`src/rtl/rob_pkg.sv`:
```
// Shared definitions for the reorder buffer.
//   ROB_BIT / ROB_SIZE : entry index width and number of entries
//   rob_type_e         : instruction class carried by each entry
//   rob_entry_t        : contents of one buffer slot
package rob_pkg;

  localparam int ROB_BIT  = 3;
  localparam int ROB_SIZE = 1 << ROB_BIT;

  typedef enum logic [1:0] {
    ROB_REG    = 2'd0,
    ROB_STORE  = 2'd1,
    ROB_BRANCH = 2'd2,
    ROB_EXIT   = 2'd3
  } rob_type_e;

  typedef struct packed {
    logic        busy;
    logic        ready;
    rob_type_e   kind;
    logic [4:0]  rd;
    logic [31:0] value;
    logic [31:0] inst_addr;
    logic        pred_taken;
    logic [31:0] target;
  } rob_entry_t;

endpackage

```
`src/rtl/rob.sv`:
```
// Reorder buffer: circular queue of in-flight instructions kept in issue order.
// Allocates at tail on issue, captures ALU/LSB result broadcasts, retires one
// ready instruction per cycle from head, and raises a global flush when a
// retiring branch turns out to be mispredicted.
// Ports:
//   clk_in, rst_in (sync, active high), rdy_in (pause when low)
//   issue_*            : allocation request and payload
//   rs_* / lsb_*       : result broadcasts (tag + value)
//   query{1,2}_*       : combinational operand lookup for the decoder
//   rob_tail/full/empty: allocation status
//   commit_*           : registered one-cycle retire pulses
//   rob_clear_up/clear_pc : flush pulse and redirect PC
//   rob_halt           : sticky, set when EXIT retires
// Handshake: every *_signal/*_ready input is a single-cycle qualifier sampled
// on the rising edge; no backpressure exists, the producer guarantees legality.
module rob
  import rob_pkg::*;
(
  input  logic               clk_in,
  input  logic               rst_in,
  input  logic               rdy_in,
  input  logic               issue_signal,
  input  logic [1:0]         issue_type,
  input  logic [4:0]         issue_rd,
  input  logic [31:0]        issue_inst_addr,
  input  logic               issue_pred_taken,
  input  logic [31:0]        issue_target,
  input  logic               rs_ready,
  input  logic [ROB_BIT-1:0] rs_rob_entry,
  input  logic [31:0]        rs_value,
  input  logic               lsb_ready,
  input  logic [ROB_BIT-1:0] lsb_rob_entry,
  input  logic [31:0]        lsb_value,
  input  logic [ROB_BIT-1:0] query1_entry,
  input  logic [ROB_BIT-1:0] query2_entry,
  output logic               query1_ready,
  output logic               query2_ready,
  output logic [31:0]        query1_value,
  output logic [31:0]        query2_value,
  output logic [ROB_BIT-1:0] rob_tail,
  output logic               rob_full,
  output logic               rob_empty,
  output logic               commit_reg_valid,
  output logic [4:0]         commit_rd,
  output logic [31:0]        commit_value,
  output logic [ROB_BIT-1:0] commit_rob_entry,
  output logic               commit_store,
  output logic               rob_clear_up,
  output logic [31:0]        clear_pc,
  output logic               rob_halt
);

  localparam logic [ROB_BIT:0] FULL_COUNT = (ROB_BIT+1)'(ROB_SIZE);

  rob_entry_t         ent [ROB_SIZE];
  logic [ROB_BIT-1:0] head;
  logic [ROB_BIT-1:0] tail;
  logic [ROB_BIT:0]   count;

  // Pulse registers; outputs are gated by rdy_in so a paused cycle shows no
  // pulse, while the pending pulse itself survives the pause.
  logic reg_valid_q;
  logic store_q;
  logic clear_q;

  rob_entry_t head_ent;
  rob_entry_t new_ent;
  logic       do_commit;
  logic       do_issue;
  logic       mispredict;
  logic       actual_taken;

  always_comb begin
    head_ent     = ent[head];
    actual_taken = head_ent.value[0];
    do_commit    = (count != '0) && head_ent.busy && head_ent.ready &&
                   !clear_q && !rob_halt;
    mispredict   = do_commit && (head_ent.kind == ROB_BRANCH) &&
                   (actual_taken != head_ent.pred_taken);
    do_issue     = issue_signal && !clear_q;

    new_ent            = '0;
    new_ent.busy       = 1'b1;
    new_ent.kind       = rob_type_e'(issue_type);
    new_ent.ready      = (new_ent.kind == ROB_STORE) || (new_ent.kind == ROB_EXIT);
    new_ent.rd         = issue_rd;
    new_ent.inst_addr  = issue_inst_addr;
    new_ent.pred_taken = issue_pred_taken;
    new_ent.target     = issue_target;
  end

  always_ff @(posedge clk_in) begin
    if (rst_in) begin
      for (int i = 0; i < ROB_SIZE; i++) ent[i] <= '0;
      head             <= '0;
      tail             <= '0;
      count            <= '0;
      reg_valid_q      <= 1'b0;
      store_q          <= 1'b0;
      clear_q          <= 1'b0;
      commit_rd        <= '0;
      commit_value     <= '0;
      commit_rob_entry <= '0;
      clear_pc         <= '0;
      rob_halt         <= 1'b0;
    end else if (rdy_in) begin
      reg_valid_q <= 1'b0;
      store_q     <= 1'b0;
      clear_q     <= 1'b0;
      if (mispredict) begin
        // Everything younger than the branch is wrong-path: drop it all,
        // including anything issued or written back on this same edge.
        for (int i = 0; i < ROB_SIZE; i++) begin
          ent[i].busy  <= 1'b0;
          ent[i].ready <= 1'b0;
        end
        head     <= '0;
        tail     <= '0;
        count    <= '0;
        clear_q  <= 1'b1;
        clear_pc <= actual_taken ? head_ent.target : head_ent.inst_addr + 32'd4;
      end else begin
        if (do_commit) begin
          ent[head].busy  <= 1'b0;
          ent[head].ready <= 1'b0;
          head            <= head + ROB_BIT'(1);
          case (head_ent.kind)
            ROB_REG: begin
              reg_valid_q      <= 1'b1;
              commit_rd        <= head_ent.rd;
              commit_value     <= head_ent.value;
              commit_rob_entry <= head;
            end
            ROB_STORE: begin
              store_q          <= 1'b1;
              commit_rob_entry <= head;
            end
            ROB_EXIT: rob_halt <= 1'b1;
            default: ;
          endcase
        end
        if (!clear_q) begin
          if (rs_ready && ent[rs_rob_entry].busy) begin
            ent[rs_rob_entry].value <= rs_value;
            ent[rs_rob_entry].ready <= 1'b1;
          end
          if (lsb_ready && ent[lsb_rob_entry].busy) begin
            ent[lsb_rob_entry].value <= lsb_value;
            ent[lsb_rob_entry].ready <= 1'b1;
          end
          // Issued last so a full-buffer issue into the slot freed by this
          // edge's commit wins over the free.
          if (do_issue) begin
            ent[tail] <= new_ent;
            tail      <= tail + ROB_BIT'(1);
          end
        end
        count <= count + (ROB_BIT+1)'(do_issue) - (ROB_BIT+1)'(do_commit);
      end
    end
  end

  assign rob_tail         = tail;
  assign rob_full         = (count == FULL_COUNT);
  assign rob_empty        = (count == '0);
  assign commit_reg_valid = reg_valid_q && rdy_in;
  assign commit_store     = store_q && rdy_in;
  assign rob_clear_up     = clear_q && rdy_in;

  // Operand lookup: stored value first, then same-cycle ALU, then LSB.
  for (genvar g = 0; g < 2; g++) begin : g_query
    logic [ROB_BIT-1:0] q;
    logic               r;
    logic [31:0]        v;
    assign q = (g == 0) ? query1_entry : query2_entry;
    always_comb begin
      r = 1'b0;
      v = '0;
      if (ent[q].busy) begin
        if (ent[q].ready) begin
          r = 1'b1;
          v = ent[q].value;
        end else if (rs_ready && rs_rob_entry == q) begin
          r = 1'b1;
          v = rs_value;
        end else if (lsb_ready && lsb_rob_entry == q) begin
          r = 1'b1;
          v = lsb_value;
        end
      end
    end
  end

  assign query1_ready = g_query[0].r;
  assign query1_value = g_query[0].v;
  assign query2_ready = g_query[1].r;
  assign query2_value = g_query[1].v;

endmodule

```
`config.mk`:
```
export PLATFORM = sky130hd
export DESIGN_NAME = rob
export DESIGN_NICKNAME = d
export VERILOG_FILES = /design/src/rtl/rob_pkg.sv /design/src/rtl/rob.sv
export SDC_FILE = /design/constraint.sdc
export NUM_CORES = 2
export LEC_CHECK = 0
export BUFFER_PORTS_ARGS = -buffer_cell sky130_fd_sc_hd__clkbuf_2
export CORE_ASPECT_RATIO = 0.7
export CORE_MARGIN = 1.5
export CORE_UTILIZATION = 60
export CTS_CLUSTER_DIAMETER = 200
export DETAILED_ROUTE_END_ITERATION = 12
export PLACE_DENSITY = 0.79
export SYNTH_ARGS = -nofsm -noshare
export SYNTH_HDL_FRONTEND = slang
export SYNTH_SLANG_ARGS = --single-unit
export TNS_END_PERCENT = 20
```
`constraint.sdc`:
```
create_clock -name clk_in -period 9.6 [get_ports clk_in]
set_clock_uncertainty 0.1 [all_clocks]
set_input_delay 0.48 -clock clk_in [delete_from_list [all_inputs] [get_ports clk_in]]
set_output_delay 0.48 -clock clk_in [all_outputs]
set_load 0.03 [all_outputs]
```
==> results.json <==
{
  "worstRegToRegCells": 10,
  "final_area_um2": 54100,
  "cts_tree": "done",
  "cp.required_ns": 9.77,
  "grt_pass1_vias": 33667,
  "crit_type": "flip-flop to flip-flop",
  "syn2layout_area_growth_pct": 10.2,
  "cts_resized": 0,
  "status": "finished clean",
  "fmax_mhz": 154,
  "grt-ovfl-total": 0,
  "routedWlPerCell_um": 29.5,
  "synth_nets": 3915,
  "ys_async_sr_fraction_pct": 0,
  "wirelength_um": 147000,
  "ys_seq_area_share_pct": 50.0,
  "fin_crit_ns": 6.48,
  "timing.rr.end": "ent[6][43]",
  "cts.sinks": 937,
  "final-seq-area_um2": 24500,
  "multiInputGateArea_um2": 23100,
  "die_y_um": 242,
  "drc": 0,
  "numCtsBuffers": 89,
  "hold_depth": 2,
  "vias_per_cell": 7.00,
  "synthCells": 3751,
  "leakage_uw": 0.0188,
  "cts_hold_buffers": 0,
  "worstPathArrival_ns": 6.65,
  "drv_cap": 0,
  "initial_utilization_pct": 60.7,
  "critPathCapture": "ent[6][43]",
  "port_buffers": 300,
  "insertion_delay_ns": 0.66,
  "place_area_um2": 51200,
  "firstDrtPassIters": 6,
  "final_nets": 3999,
  "synthDistinctLibCells": 72,
  "hold_class": "input pin to flip-flop",
  "grt_max_degree": 83,
  "fin_tns_setup_ns": 0,
  "tightest_slew_ns": 1.21,
  "synth_area_um2": 49000,
  "dpl.hpwl_um": 86400,
  "clk_pin_slew_ns": 0.06,
  "vias": 34910,
  "power.density_nw_per_um2": 156,
  "cts-root-buf": "clkbuf_16",
  "cts_max_path_buffers": 3,
  "drt_iter0_drc": 4706,
  "fin_crit_sh_pct": 67.5,
  "grt_pass1_wl_um": 219000,
  "start_kind": "flip-flop",
  "drive_gt1_share_pct": 23.9,
  "htreeDepth": 3,
  "postRouteAntennaNets": 0,
  "slew_violations": 0,
  "synth-seq-cells": 937,
  "hold_violations": 0,
  "fillerInstances": 5753,
  "ir_drop_mv": 0.128,
  "post_cts_buffers": 0,
  "grt_antenna_before_repair": 26,
  "synth_edf_count": 576,
  "synth.area.top_cells": "edfxtp_1 35%, mux4_2 16%, dfxtp_1 15%",
  "yosys_warnings": 0,
  "routabilityCongestion": 0.927,
  "rrSetupSlack_ns": 3.12,
  "setup_viol": 0,
  "dieArea_um2": 83500,
  "num_rows": 87,
  "ys.flop_type": "edfxtp_1",
  "worst_setup_path_end_kind": "flip-flop",
  "cp_max_fo": 48,
  "relSlewSlack_pct": 17.4,
  "die_w_um": 345,
  "yosysTopAreaCell": "edfxtp_1",
  "rsz0062_at_grt": "false",
  "netlist.area_leader.share_pct": 35.3,
  "ios": 301,
  "syn_avg_cell_area_um2": 13.1,
  "core_area_um2": 80800,
  "grt_use_total_pct": 35.1
}
[final cells by class]
class / count / share of cell area, %
inverter: 19 / 0.132
clock buffer: 124 / 4.67
clock inverter: 35 / 0.542
multi-input combinational: 2405 / 42.7
antenna: 18 / 0.0833
timing repair buffer: 383 / 3.98
tap: 1068 / 2.47
sequential: 937 / 45.4
[placed cells by master (no fill, tap or decap), drive strengths merged, types with 10 or more instances in the layout]
master     n
and2     577
edfxtp   576
clkbuf   417
mux2i    385
dfxtp    361
mux4     346
o2bb2ai  225
a211oi   180
nand2    130
buf       90
nor2      85
nor2b     74
a21oi     54
o21ai     53
a221oi    32
nor4      30
nand3     29
nor3      24
clkinv    23
inv       22
diode     18
xnor2     18
mux2      15
xor2      12
nand2b    10
[routing by layer]
metal | vias up | wire (µm) | track usage (%) | share of wire, %
met2 | 2462 | 62200 | 48.3 | 42
met1 | 17426 | 58700 | 53.0 | 40
li1 | 14602 | - | - | -
met5 | - | 110 | 0 | 0.075
met3 | 404 | 20400 | 10.1 | 14
met4 | 16 | 5660 | 12.7 | 3.8
[cell usage after synthesis, drive strengths merged, types with 30 or more instances]
library cell / instances
o2bb2ai: 225
nor4: 30
edfxtp: 576
dfxtp: 361
buf: 181
a211oi: 180
o21ai: 53
nor2b: 74
a221oi: 32
nor2: 85
nand2: 130
mux4: 346
mux2i: 385
a21oi: 54
clkbuf: 209
and2: 577
[power by group]
part           switching (µW)  total (µW)  internal [µW]
Combinational             381         558            177
Clock                    1550        3490           1940
Sequential               37.7        4400           4360
Total                    1970        8450           6480
[metrics by stage]
step	util (%)	hold slack (ns)	setup slack (ns)	total power [µW]	cells
after detailed placement	63.4	0.349	3.18	5030	4812
after CTS	66.9	0.0585	3.16	8440	4971
after floorplan	-	0.341	1.43	4820	3751
after global routing	66.9	0.0967	2.85	8640	4984
after global placement	63.4	0.345	3.34	5010	4812
final	66.9	0.0825	3.12	8450	4989
[flip-flops by register name, indices dropped and copies added (netlist names), named ones only]
name	flops
clear_pc	32
clear_q	1
commit_rd	5
commit_rob_entry	3
commit_value	32
count	4
ent	848
head	3
reg_valid_q	1
rob_halt	1
rob_tail	3
store_q	1
[worst min-delay path by stage]
stage | from | end | slack, ns
4_1_cts | issue_rd[3] | ent[0][100] | 0.06
6_report | issue_rd[3] | ent[0][100] | 0.08
2_1_floorplan | count[2] | count[2] | 0.34
3_5_place_dp | clear_pc[8] | clear_pc[8] | 0.35
5_1_grt | issue_inst_addr[8] | ent[6][41] | 0.1
3_3_place_gp | clear_pc[8] | clear_pc[8] | 0.35
[worst max-delay path: stages, from the launching register on]
cell and delay (ns):
dfxtp_4 1.05, buf_4 0.82, mux4_2 0.62, xnor2_1 0.31, o32a_1 0.53, nor3_4 0.22, buf_4 0.29, nor3_2 0.25
buf_4 0.50, or2_4 0.55, buf_4 0.65
[cell families after synthesis]
group / count (synthesis) / share of synthesized area (%)
compound gates: 613 / 9.60
xor+xnor: 30 / 0.536
fa+ha+maj: 10 / 0.270
buf+inv: 409 / 3.47
flops: 937 / 50.0
mux: 746 / 24.1
simple gates: 1006 / 12.0
Note: power is estimated with default switching activity, not from simulation.
